File: src/rtl/bcd_seq_converter.sv
// Iterative shift-and-add-3 (double-dabble) binary-to-BCD converter, one bit per clock.
// Optional LEADING_ZERO_BLANK_EN adds a registered per-digit leading-zero blank output.
module bcd_seq_converter #(
    parameter int WIDTH  = 13,
    parameter int DIGITS = 4,
    localparam int CNT_W = $clog2(WIDTH + 1)
) (
    input  logic                  clk,
    input  logic                  rst,
    input  logic                  start,
    input  logic [WIDTH-1:0]      bin,
    output logic                  busy,
    output logic                  done,
    output logic [4*DIGITS-1:0]   bcd,
    output logic                  overflow
`ifdef LEADING_ZERO_BLANK_EN
    ,
    output logic [DIGITS-1:0]     blank
`endif
);

    typedef enum logic {
        S_IDLE,
        S_SHIFT
    } state_t;

    state_t                r_state, w_state_nxt;
    logic [WIDTH-1:0]      r_shreg, w_shreg_nxt;
    logic [4*DIGITS-1:0]   r_scratch, w_scratch_nxt;
    logic [CNT_W-1:0]      r_cnt, w_cnt_nxt;
    logic                  r_carry, w_carry_nxt;
    logic                  r_busy, w_busy_nxt;
    logic                  r_done, w_done_nxt;
    logic [4*DIGITS-1:0]   r_bcd, w_bcd_nxt;
    logic                  r_ovf, w_ovf_nxt;

    logic [4*DIGITS-1:0]       w_adj;
    logic [4*DIGITS+WIDTH:0]   w_cat;
    logic [4*DIGITS-1:0]       w_scr_shift;
    logic [WIDTH-1:0]          w_sh_shift;
    logic                      w_out;

    // Adjust every digit first, then shift the whole {scratch, shreg} chain by one.
    always_comb begin
        w_adj = r_scratch;
        for (int i = 0; i < DIGITS; i++) begin
            if (r_scratch[4*i +: 4] >= 4'd5)
                w_adj[4*i +: 4] = r_scratch[4*i +: 4] + 4'd3;
        end
        w_cat       = {w_adj, r_shreg, 1'b0};
        w_out       = w_cat[4*DIGITS+WIDTH];
        w_scr_shift = w_cat[4*DIGITS+WIDTH-1 -: 4*DIGITS];
        w_sh_shift  = w_cat[WIDTH-1:0];
    end

    // NOTE: every signal written here gets a default first, so no path can infer a latch.
    always_comb begin
        w_state_nxt   = r_state;
        w_shreg_nxt   = r_shreg;
        w_scratch_nxt = r_scratch;
        w_cnt_nxt     = r_cnt;
        w_carry_nxt   = r_carry;
        w_done_nxt    = 1'b0;
        w_bcd_nxt     = r_bcd;
        w_ovf_nxt     = r_ovf;
        case (r_state)
            S_IDLE: begin
                if (start) begin
                    w_shreg_nxt   = bin;
                    w_scratch_nxt = '0;
                    w_carry_nxt   = 1'b0;
                    w_cnt_nxt     = CNT_W'(WIDTH);
                    w_state_nxt   = S_SHIFT;
                end
            end
            S_SHIFT: begin
                w_shreg_nxt   = w_sh_shift;
                w_scratch_nxt = w_scr_shift;
                w_carry_nxt   = r_carry | w_out;
                w_cnt_nxt     = r_cnt - CNT_W'(1);
                if (r_cnt == CNT_W'(1)) begin
                    w_state_nxt = S_IDLE;
                    w_done_nxt  = 1'b1;
                    w_bcd_nxt   = w_scr_shift;
                    w_ovf_nxt   = r_carry | w_out;
                end
            end
            default: w_state_nxt = S_IDLE;
        endcase
        w_busy_nxt = (w_state_nxt == S_SHIFT);
    end

    // NOTE: sequential state uses non-blocking assignments so all registers update together.
    always_ff @(posedge clk) begin
        if (rst) begin
            r_state   <= S_IDLE;
            r_shreg   <= '0;
            r_scratch <= '0;
            r_cnt     <= '0;
            r_carry   <= 1'b0;
            r_busy    <= 1'b0;
            r_done    <= 1'b0;
            r_bcd     <= '0;
            r_ovf     <= 1'b0;
        end else begin
            r_state   <= w_state_nxt;
            r_shreg   <= w_shreg_nxt;
            r_scratch <= w_scratch_nxt;
            r_cnt     <= w_cnt_nxt;
            r_carry   <= w_carry_nxt;
            r_busy    <= w_busy_nxt;
            r_done    <= w_done_nxt;
            r_bcd     <= w_bcd_nxt;
            r_ovf     <= w_ovf_nxt;
        end
    end

    assign busy     = r_busy;
    assign done     = r_done;
    assign bcd      = r_bcd;
    assign overflow = r_ovf;

`ifdef LEADING_ZERO_BLANK_EN
    logic [DIGITS-1:0] r_blank, w_blank_nxt;
    logic              w_zero_above;

    // Digit 0 is never blanked so a zero value still shows one "0".
    always_comb begin
        w_blank_nxt  = '0;
        w_zero_above = 1'b1;
        for (int i = DIGITS - 1; i >= 1; i--) begin
            w_zero_above   = w_zero_above & (w_scr_shift[4*i +: 4] == 4'd0);
            w_blank_nxt[i] = w_zero_above;
        end
    end

    always_ff @(posedge clk) begin
        if (rst)
            r_blank <= '0;
        else if (r_state == S_SHIFT && r_cnt == CNT_W'(1))
            r_blank <= w_blank_nxt;
    end

    assign blank = r_blank;
`endif

endmodule
File: config.mk
export PLATFORM = sky130hd
export DESIGN_NAME = bcd_seq_converter
export DESIGN_NICKNAME = d
export VERILOG_FILES = /design/src/rtl/bcd_seq_converter.sv
export SDC_FILE = /design/constraint.sdc
export NUM_CORES = 1
export LEC_CHECK = 0
export BUFFER_PORTS_ARGS = -buffer_cell sky130_fd_sc_hd__buf_2
export CAP_MARGIN = 25
export CORE_MARGIN = 1.5
export CORE_UTILIZATION = 55
export DETAILED_ROUTE_END_ITERATION = 6
export PLACE_DENSITY = 0.87
export SYNTH_ARGS = -nofsm -noshare
export SYNTH_HDL_FRONTEND = slang
export SYNTH_SLANG_ARGS = --single-unit
File: constraint.sdc
create_clock -name clk -period 1.6 [get_ports clk]
set_input_delay 0.32 -clock clk [delete_from_list [all_inputs] [get_ports clk]]
set_output_delay 0.32 -clock clk [all_outputs]
set_load 0.05 [all_outputs]
==> results.cfg <==
[floorplanning]
ios = 35
core_sq_um = 4060
die_x_microns = 68.7
fp-row-count = 23
initial_core_util_pct = 58.4
dieArea_sq_um = 4710
die_h_microns = 68.7

[layout]
fillers = 334
post-route-util_pct = 66.8
diodes = 0
area_growth_syn_to_layout_pct = 14.3
final_nets = 313
drive_above_1_share_pct = 21.9

[setup_path]
cp-end-kind = register
critPathKind = register to register
worstPathMaxFanout = 6
required_ns = 1.87
worstPathArrival_ns = 1.78
cp-start-kind = register

[synthesis]
syn_avg_cell_area_sq_um = 9.48
synth.top_cell.area_share_pct = 44.7
syn_nets = 276
yosys-top-cells-area = dfxtp_1 45%, mux2i_1 7.2%, a22o_1 6.3%
syn-cell-area_sq_um = 2370
yosys_register_bits = 53
yosysUniqueCellTypes = 31
ys_seq_area_share_pct = 44.7
yosys.area.top_type = dfxtp_1
synth_cells = 250
synth-warning-count = 0

[timing]
setup_tns_ns = 0
fin_crit_ns = 1.51
slew_viol_final = 0
min_period_over_period_pct = 94.4
fin_skew_ns = 0.0134
tightest_slew_ns = 0.718
finalSetupViolCount = 0
hold_viol = 0
relSlewSlack_pct = 52.0
fmax_ghz = 0.662

[global_routing]
antenna_found_initial = 0
grt_max_degree = 30
grt-ovfl-total = 0
grt_first_pass_wirelength_mm = 7.50
grt_pass1_vias = 1688
grt_usage_pct = 21.4

[clock_network]
cts_tree = built
cts-root-buf = clkbuf_8
numClockSinks = 53
clk_latency_ns = 0.33
cts_buffer_depth = 2
clkTransAtPathRegs_ns = 0.11
htreeDepth = 2
cts_made_buffers = 5
cts_hold_buf = 0

[placed_design]
hpwl_mm = 3.22
finalWeightedCongestion = 0.750
port_buffers = 34

[routing]
avgRoutedWirePerCell_microns = 14.3
drc = 0
vias = 1927
drtIter0Drc = 89
routed_wl_mm = 4.84
drtPass1Iterations = 4
via_per_inst = 5.70
drtAntennaViolNets = 0

[power]
p_total_uw = 2440
ir_worst_vdd_mv = 0.699
p_int_uw = 1770
seq_power_share_pct = 56.6
p_comb_share_pct = 10.0
powerDensity_nw_per_um2 = 900
p_sw_share_pct = 27.4
clockPowerShare_pct = 33.4
leakage_uw = 0.00114
p_switching_uw = 669

[hold_path]
hold_path.class = input pin to register

[job]
drv_cap = 0

[outcome]
status = finished clean
## critical path, stage by stage, from the launching register on
cell	delay, ns
dfxtp_1	0.43
ha_1	0.19
nand2_1	0.09
nor3_4	0.21
buf_4	0.17
nand2b_4	0.09
buf_4	0.16
o2bb2ai_1	0.13
## area by class of cell
type	count	area, sq um	share of cell area [%]
Clock inverter	3	25.0	0.923
Clock buffer	5	68.8	2.54
Inverter	13	51.3	1.89
Multi-Input combinational cell	171	1200	44.2
Timing Repair Buffer	43	244	9.00
Sequential cell	53	1060	39.2
Tap cell	50	62.6	2.31
## per-layer routing
| metal | global-route usage, % | vias to the layer above | wire length (microns) |
|---|---|---|---|
| met1 | 26.6 | 910 | 2290 |
| met3 | 6.17 | 8 | 251 |
| met5 | 0 | - | 0 |
| met2 | 35.5 | 54 | 2240 |
| li1 | - | 955 | - |
| met4 | 7.00 | 0 | 55 |
## power by group through the flow
stage / combinational (uW) / clock (uW) / sequential [uW]
after global placement: 220 / 0 / 1410
after CTS: 230 / 814 / 1380
after global routing: 271 / 864 / 1390
after floorplan: 171 / 0 / 1420
after detailed placement: 227 / 0 / 1410
final: 243 / 816 / 1380
## per-stage QoR
step | setup slack [ns] | instance area, sq um | std cells | hold WS (ns)
finish | 0.0897 | 2710 | 338 | 0.289
global route | -0.0389 | 2710 | 338 | 0.284
CTS | 0.0354 | 2660 | 334 | 0.289
detailed placement | 0.114 | 2560 | 326 | 0.441
global placement | 0.166 | 2560 | 326 | 0.440
floorplan | 0.0486 | 2370 | 250 | 0.454
## cells by family after synthesis
| logic type | count (synthesis) | synth area share [%] |
|---|---|---|
| compound gates | 73 | 20.7 |
| simple gates | 65 | 14.2 |
| flops | 53 | 44.7 |
| buf+inv | 27 | 5.91 |
| mux | 18 | 7.65 |
| fa+ha+maj | 10 | 5.28 |
| xor+xnor | 4 | 1.48 |
## worst paths after layout
check             startpoint          to  slack [ns]  cells past startpoint
setup / recovery    r_cnt[0]    overflow        0.09                      7
hold / removal        bin[0]  r_shreg[0]        0.29                      3
setup reg to reg    r_cnt[0]    overflow        0.09                      7
hold reg to reg      bcd[11]     bcd[11]        0.47                      1
## placed cells by master (no fill, tap or decap)
cell and instances:
a211oi_1 2, a21oi_1 26, a21oi_2 4, a22o_1 17
a311oi_1 2, buf_2 33, buf_4 9, buf_6 1
clkbuf_8 5, clkinvlp_4 1, dfxtp_1 53, ha_1 8
ha_2 2, inv_1 12, inv_4 1, inv_6 2
mux2_1 1, mux2i_1 16, mux2i_2 1, nand2_1 4
nand2b_1 6, nand2b_4 1, nand3_1 4, nor2_1 29
nor2_2 1, nor2_4 1, nor2b_1 1, nor3_1 6
nor3_4 1, nor3b_1 12, o21ai_0 10, o21ai_1 2
o22ai_1 1, o2bb2ai_1 8, o31a_1 1, xnor2_1 4
## synth_stat cells, drive strengths merged
library cell  instances
a211oi                2
a21oi                30
a22o                 17
a311oi                2
buf                  12
clkbuf                2
dfxtp                53
ha                   10
inv                  13
mux2                  1
mux2i                17
nand2                 4
nand2b                7
nand3                 4
nor2                 30
nor2b                 1
nor3                  7
nor3b                12
o21ai                12
o22ai                 1
o2bb2ai               8
o31a                  1
xnor2                 4
## state kept, by name, indices dropped and copies added, names as in the netlist
name       flops
r_cnt          4
busy           1
overflow       1
r_scratch     16
done           1
r_carry        1
r_shreg       13
bcd           16
## repair_timing
action                                  4_1_cts  5_1_grt
setup buffers                                 0        4
endpoints found under the setup margin        1       16
gates cloned                                  0        1
pin swaps                                     0        2
gates resized for setup                       1        7
No activity file was read; power rests on OpenSTA's default activity.
